## config.mk

```make
export PLATFORM = sky130hd
export DESIGN_NAME = alu_arb_ctrl
export DESIGN_NICKNAME = d
export VERILOG_FILES = /design/src/rtl/alu_arb_ctrl.sv
export SDC_FILE = /design/constraint.sdc
export NUM_CORES = 1
export LEC_CHECK = 0
export ABC_AREA = 1
export ABC_CLOCK_PERIOD_IN_PS = 2500
export CAP_MARGIN = 20
export CORE_ASPECT_RATIO = 1.5
export CORE_MARGIN = 2
export CORE_UTILIZATION = 46
export CTS_CLUSTER_DIAMETER = 40
export DETAILED_ROUTE_END_ITERATION = 8
export HOLD_SLACK_MARGIN = 0.05
export PLACE_DENSITY = 0.85
export SYNTH_ARGS = -nofsm -noshare
export SYNTH_HDL_FRONTEND = slang
export SYNTH_SLANG_ARGS = --single-unit
```

## constraint.sdc

```tcl
create_clock -name clk -period 2.5 [get_ports clk]
set_clock_uncertainty 0.15 [all_clocks]
set_input_delay 0.375 -clock clk [delete_from_list [all_inputs] [get_ports clk]]
set_output_delay 0.375 -clock clk [all_outputs]
set_load 0.005 [all_outputs]
```

## src/rtl/alu_arb_ctrl.sv

```systemverilog
// Two-requester round-robin front end for a shared external 4-bit ALU.
// Each transaction walks IDLE -> EXEC -> RESP and returns a registered 8-bit result split into two nibbles.
module alu_arb_ctrl (
    input  logic       clk,
    input  logic       rst_n,
    input  logic       req0,
    input  logic       req1,
    input  logic [3:0] op0,
    input  logic [3:0] op1,
    input  logic [3:0] a0,
    input  logic [3:0] b0,
    input  logic [3:0] a1,
    input  logic [3:0] b1,
    input  logic [3:0] alu_x,
    input  logic [3:0] alu_y,
    output logic       gnt0,
    output logic       gnt1,
    output logic       done0,
    output logic       done1,
    output logic [3:0] res_x,
    output logic [3:0] res_y,
    output logic       busy,
    output logic [7:0] cnt0,
    output logic [7:0] cnt1,
    output logic [3:0] alu_op,
    output logic [3:0] alu_a,
    output logic [3:0] alu_b,
    output logic [1:0] dbg_state
);

    // Handshake: reqN is a level request sampled only in IDLE; gntN pulses for the
    // single EXEC cycle, after which the requester drops reqN; doneN pulses for the
    // single RESP cycle while res_x/res_y and cntN already hold the new values.

    typedef enum logic [1:0] {
        S_IDLE = 2'd0,
        S_EXEC = 2'd1,
        S_RESP = 2'd2
    } state_t;

    state_t state;
    state_t state_nxt;
    logic   ptr;
    logic   owner;
    logic   start;
    logic   pick1;
    logic   keep_y;

    // Requester 1 wins when it is alone or when both ask and the pointer names it.
    assign start  = req0 | req1;
    assign pick1  = req1 & (~req0 | ptr);
    assign keep_y = (alu_op == 4'b1010) || (alu_op == 4'b1100) ||
                    (alu_op == 4'b1101) || (alu_op == 4'b1110);

    always_comb begin
        state_nxt = state;
        gnt0      = 1'b0;
        gnt1      = 1'b0;
        done0     = 1'b0;
        done1     = 1'b0;
        case (state)
            S_IDLE: begin
                if (start) state_nxt = S_EXEC;
            end
            S_EXEC: begin
                gnt0      = ~owner;
                gnt1      = owner;
                state_nxt = S_RESP;
            end
            S_RESP: begin
                done0     = ~owner;
                done1     = owner;
                state_nxt = S_IDLE;
            end
            default: state_nxt = S_IDLE;
        endcase
    end

    assign busy      = (state != S_IDLE);
    assign dbg_state = state;

    always_ff @(posedge clk or negedge rst_n) begin
        if (!rst_n) begin
            state  <= S_IDLE;
            ptr    <= 1'b0;
            owner  <= 1'b0;
            alu_op <= 4'd0;
            alu_a  <= 4'd0;
            alu_b  <= 4'd0;
            res_x  <= 4'd0;
            res_y  <= 4'd0;
            cnt0   <= 8'd0;
            cnt1   <= 8'd0;
        end else begin
            state <= state_nxt;
            if (state == S_IDLE && start) begin
                owner  <= pick1;
                alu_op <= pick1 ? op1 : op0;
                alu_a  <= pick1 ? a1  : a0;
                alu_b  <= pick1 ? b1  : b0;
            end
            // Leaving EXEC: capture the ALU, hand priority to the other side, count the completion.
            if (state == S_EXEC) begin
                res_x <= alu_x;
                res_y <= keep_y ? alu_y : 4'd0;
                ptr   <= ~owner;
                if (owner) cnt1 <= cnt1 + 8'd1;
                else       cnt0 <= cnt0 + 8'd1;
            end
        end
    end

endmodule

```

# --- Yosys cells after proc, flatten, opt, wreduce, memory -nomap -nowiden ---
# Cells that the tools add are included.
classes:
  add_sub_neg: 2
  n_eq_ne: 7
  n_mux: 10
  n_bitwise: 5
  n_reduce_logical: 8
op_table:
  columns: ["op", "count"]
  rows:
  - ["$add 8x1->8 const B", 2]
  - ["$eq 4x4->1 const B", 4]
  - ["$mux 4", 4]
  - ["$mux 1", 4]
  - ["$pmux 2 s2", 1]
  - ["$reduce_and 2->1", 2]
  - ["$logic_or 1x1->1", 3]
  - ["$eq 2x1->1 const B", 1]
  - ["$eq 2x2->1 const B", 1]
  - ["$logic_not 2->1", 1]
  - ["$mux 2", 1]
  - ["$ne 2x2->1 const B", 1]
  - ["$not 1->1", 2]
  - ["$or 1x1->1", 2]
  - ["$reduce_bool 2->1", 1]
  - ["$and 1x1->1", 1]
  - ["$logic_and 1x1->1", 1]
word_totals:
  register_bits: 40
  in_bits: 36
  output_inout_bits: 43
  elab_cells: 42

# --- Depth between registers and ports, before layout ---
depth:
  depth_word: 5
  mapped_depth: 9
  ltp_nobuf: 8

# --- Worst setup path after synthesis ---
# Ideal clock, no wire load.
synth_path:
  path_type: "reg2out"
  from: "register state[1], in the netlist dbg_state[1]"
  to: "output port gnt0"
  arrival_ns: 0.825
  required_time_ns: 1.975
  setup_slack_ns: 1.150
  path_stages_with_launch: 5
  path_buffers: 1
  path_cell_list: "dfrtp_1 > inv_2 > nand2_2 > buf_6 > nor2_8"
synth_between:
  elab_chain_cells: 2
synth_rtl:
  columns: ["item", "line", "rtl"]
  rows:
  - ["start: declaration", "41", "state_t state;"]
  - ["start signal: assignment", "95", "state <= state_nxt;"]
  - ["$eq 2x1->1", "61", "case (state)"]
  - ["$mux 1", "61", null]
  - ["end: declaration", "16", "output logic gnt0,"]
# No other way between the ends.

# --- Worst setup path in the final report ---
layout_path:
  from: "register state[1], in the netlist dbg_state[1]"
  to: "output port gnt1"
layout_between:
  elab_chain_cells: 2
layout_rtl:
  columns: ["item", "line", "rtl"]
  rows:
  - ["$eq 2x1->1", "61", null]
  - ["$mux 1", "61", null]
  - ["end: declaration", "17", "output logic gnt1,"]
# No other way between the ends.

==> metrics <==
max_cap viols 0; number of nets produced by synthesis 259; buffers and inverters on the worst path 2; TritonCTS Sinks 40; gpl congestion 0.819; final critical-path share of the clock period 91.1%; slew margin rel. 42.7%; launching element type of the critical path register; share of total power in sequential cells 38.1%; Iteration-0 DRC Markers 38; half-perimeter wire length of the detailed placement result 3350 µm; result of the run completed; time the final worst path needs with I/O delays and setup 2280 ps; clock network latency to the later pin of the worst-skew pair 300 ps; Mean Syn Cell Area 8.59 µm²; Internal Power 1.90 mW; total placed instance area 0.00270 mm²; grt ovf 0; Critical-path top delay cell clkdlybuf4s50_1; critical path, cell by cell inv_2 > nand2_2 > nor2_8 > clkdlybuf4s50_1; worst setup path category register to output pin; number of antenna violations at the first check in global routing 0; count of unique library cells instantiated by Yosys 25; Fin Setup TNS 0 ps; path class of the lowest-slack min-delay path input pin to async pin; Num CTS Buffers 5; fill cell total of the finished layout 319; WL per Instance 12.5 µm; number of global-route vias before repair 1722; Highest Clock Rate 439 MHz; vias per std cell 5.09; total power divided by cell area 1050 mW/mm²; number of endpoints with negative hold slack in the final report 0; clock network power share 17.8%; switching power 1.04 mW; n_diodes 0; maximum buffer depth of the clock tree 2; number of register bits inferred by synthesis 40; share of post-route cells with drive strength above 1 7.62%; die width 56.5 µm; global-route usage over all layers 20.0%; worst endpoint required time 1980 ps; library cell used as clock root buffer clkbuf_8; Synth Instances 221; Max stage delay on crit path 530 ps; total number of yosys warnings 0; share of power burned in combinational logic 44.0%; number of rows created at floorplan 28; relative area change from synthesis to final layout 48.1%; number of levels in the clock H-tree 2; number of remaining DRC errors 0; data arrival at the endpoint of the critical path 1750 ps; die height 82.7 µm; Critical Path End Type output pin; netlist area before placement 0.00190 mm²; total iterations of the first detailed-routing run 5; switching share of power 35.3%; placeable core area 0.00396 mm²; number of hold buffers added after CTS 0; largest voltage drop on the vdd net 0.000751 V; Routed Wire Length 4340 µm; die area 0.00467 mm²; wire length of the first global-routing pass 7130 µm; clock tree from TritonCTS built; static power due to leakage 1.26 nW; final slew viol count 0; Buffers on Ports 78; pin count of the biggest net entering global routing 41; kind of cell adding the most delay to the critical path buffers and inverters; post-layout net count 339; number of I/O pins 79; largest fanout of any net on the critical path 11; actual transition at the worst max-transition pin 860 ps; Post-CTS Repair Setup Buffers 0; clock-pin slew of the registers on the worst-case setup and hold paths 80 ps; Resized cells post-CTS 0; portion of the post-synthesis area used by sequential elements 52.7%; vias post-DR 1766; setup repair after global routing missed its margin false; Starting Density 47.9%; number of nets still failing antenna checks after routing 0; Setup Viol. Count Final 0; area of all placed cells without fillers 0.00281 mm²
[logic make-up (layout without fill, tap and decap cells)]
group | count (synthesis) | count (layout) | synth area share [%]
xor+xnor | 8 | 8 | 3.69
fa+ha+maj | 2 | 2 | 1.32
simple gates | 127 | 127 | 30.0
flops | 40 | 40 | 52.7
buf+inv | 21 | 102 | 5.27
compound gates | 23 | 23 | 6.99
[power by group through the flow]
stage	clock (mW)	combinational [mW]	sequential, mW
6_report	0.525	1.30	1.12
5_1_grt	0.560	1.44	1.16
4_1_cts	0.535	1.32	1.12
3_5_place_dp	0	1.31	1.13
3_3_place_gp	0	1.28	1.12
2_1_floorplan	0	0.623	1.12
[worst reg2reg max path, delay by kind of cell (launching register included)]
family	cells	cell delay, ps
buffers and inverters	1	250
xor gates and xnor gates	1	140
and+or+nand+nor	3	510
DFF	1	420
[through the flow]
step	total power, mW	util [%]	hold WS [ps]	instances	worst slack, ps
floorplan	1.74	-	-70.6	221	1150
global placement	2.40	68.2	324	339	562
detailed placement	2.44	68.2	332	339	526
CTS	2.98	71.0	65.0	347	194
global route	3.16	71.0	114	347	128
finish	2.94	71.0	30.9	347	224
[state kept, by name, summed over array words and instances, names as in the netlist]
register,count
alu_a,4
alu_b,4
alu_op,4
cnt0,8
cnt1,8
dbg_state,2
owner,1
ptr,1
res_x,4
res_y,4
[cell usage in the layout, fill, tap and decap left out, types with 4 or more instances in the layout]
cell	Yosys	layout
o21ai_0	4	4
o21ai_1	6	6
a31oi_1	12	12
xnor2_1	5	5
clkdlybuf4s50_1	0	77
inv_1	11	11
clkbuf_8	0	5
nand2_1	79	79
dfrtp_1	40	40
nor2_1	19	19
nand3_1	17	17
[cells in the mapped netlist (all sizes together)]
cell	count	share of area (%)
xnor2	5	2.3
xor2	3	1.4
o21ai	10	2.6
dfrtp	40	53
nand3	17	4.5
clkinv	1	0.26
nor3	2	0.53
o211ai	1	0.40
a31oi	12	4.0
nand3b	1	0.40
nand2	83	17
nor2	24	7.4
ha	2	1.3
buf	4	1.8
clkbuf	3	0.59
inv	13	2.6
[routing by layer]
| layer | track usage (%) | part of all wire (%) |
|---|---|---|
| met4 | 10.0 | 2.3 |
| met2 | 38.0 | 53 |
| met3 | 8.72 | 9.8 |
| met5 | 0 | 0 |
| met1 | 17.8 | 34 |
[final timing paths]
path                               from        end  slack [ps]  depth (start not counted)
setup reg to reg           dbg_state[0]    cnt0[4]         920                          5
hold reg to reg                res_y[3]   res_y[3]         350                          2
setup / recovery           dbg_state[1]       gnt1         220                          4
min in group clk               res_y[3]   res_y[3]         350                          2
max in group asynchronous         rst_n  alu_op[2]        1620                          1
hold / removal                    rst_n    cnt1[0]          30                          1
[cell type report]
| cell class | instances | area (µm²) | share of cell area, % |
|---|---|---|---|
| Tap cell | 45 | 56.3 | 2.00 |
| Inverter | 14 | 53.8 | 1.91 |
| Multi-Input combinational cell | 160 | 797 | 28.4 |
| Clock buffer | 5 | 68.8 | 2.45 |
| Timing Repair Buffer | 80 | 791 | 28.1 |
| Clock inverter | 3 | 42.5 | 1.51 |
| Sequential cell | 40 | 1000 | 35.6 |
No activity file was read; power rests on OpenSTA's default activity.
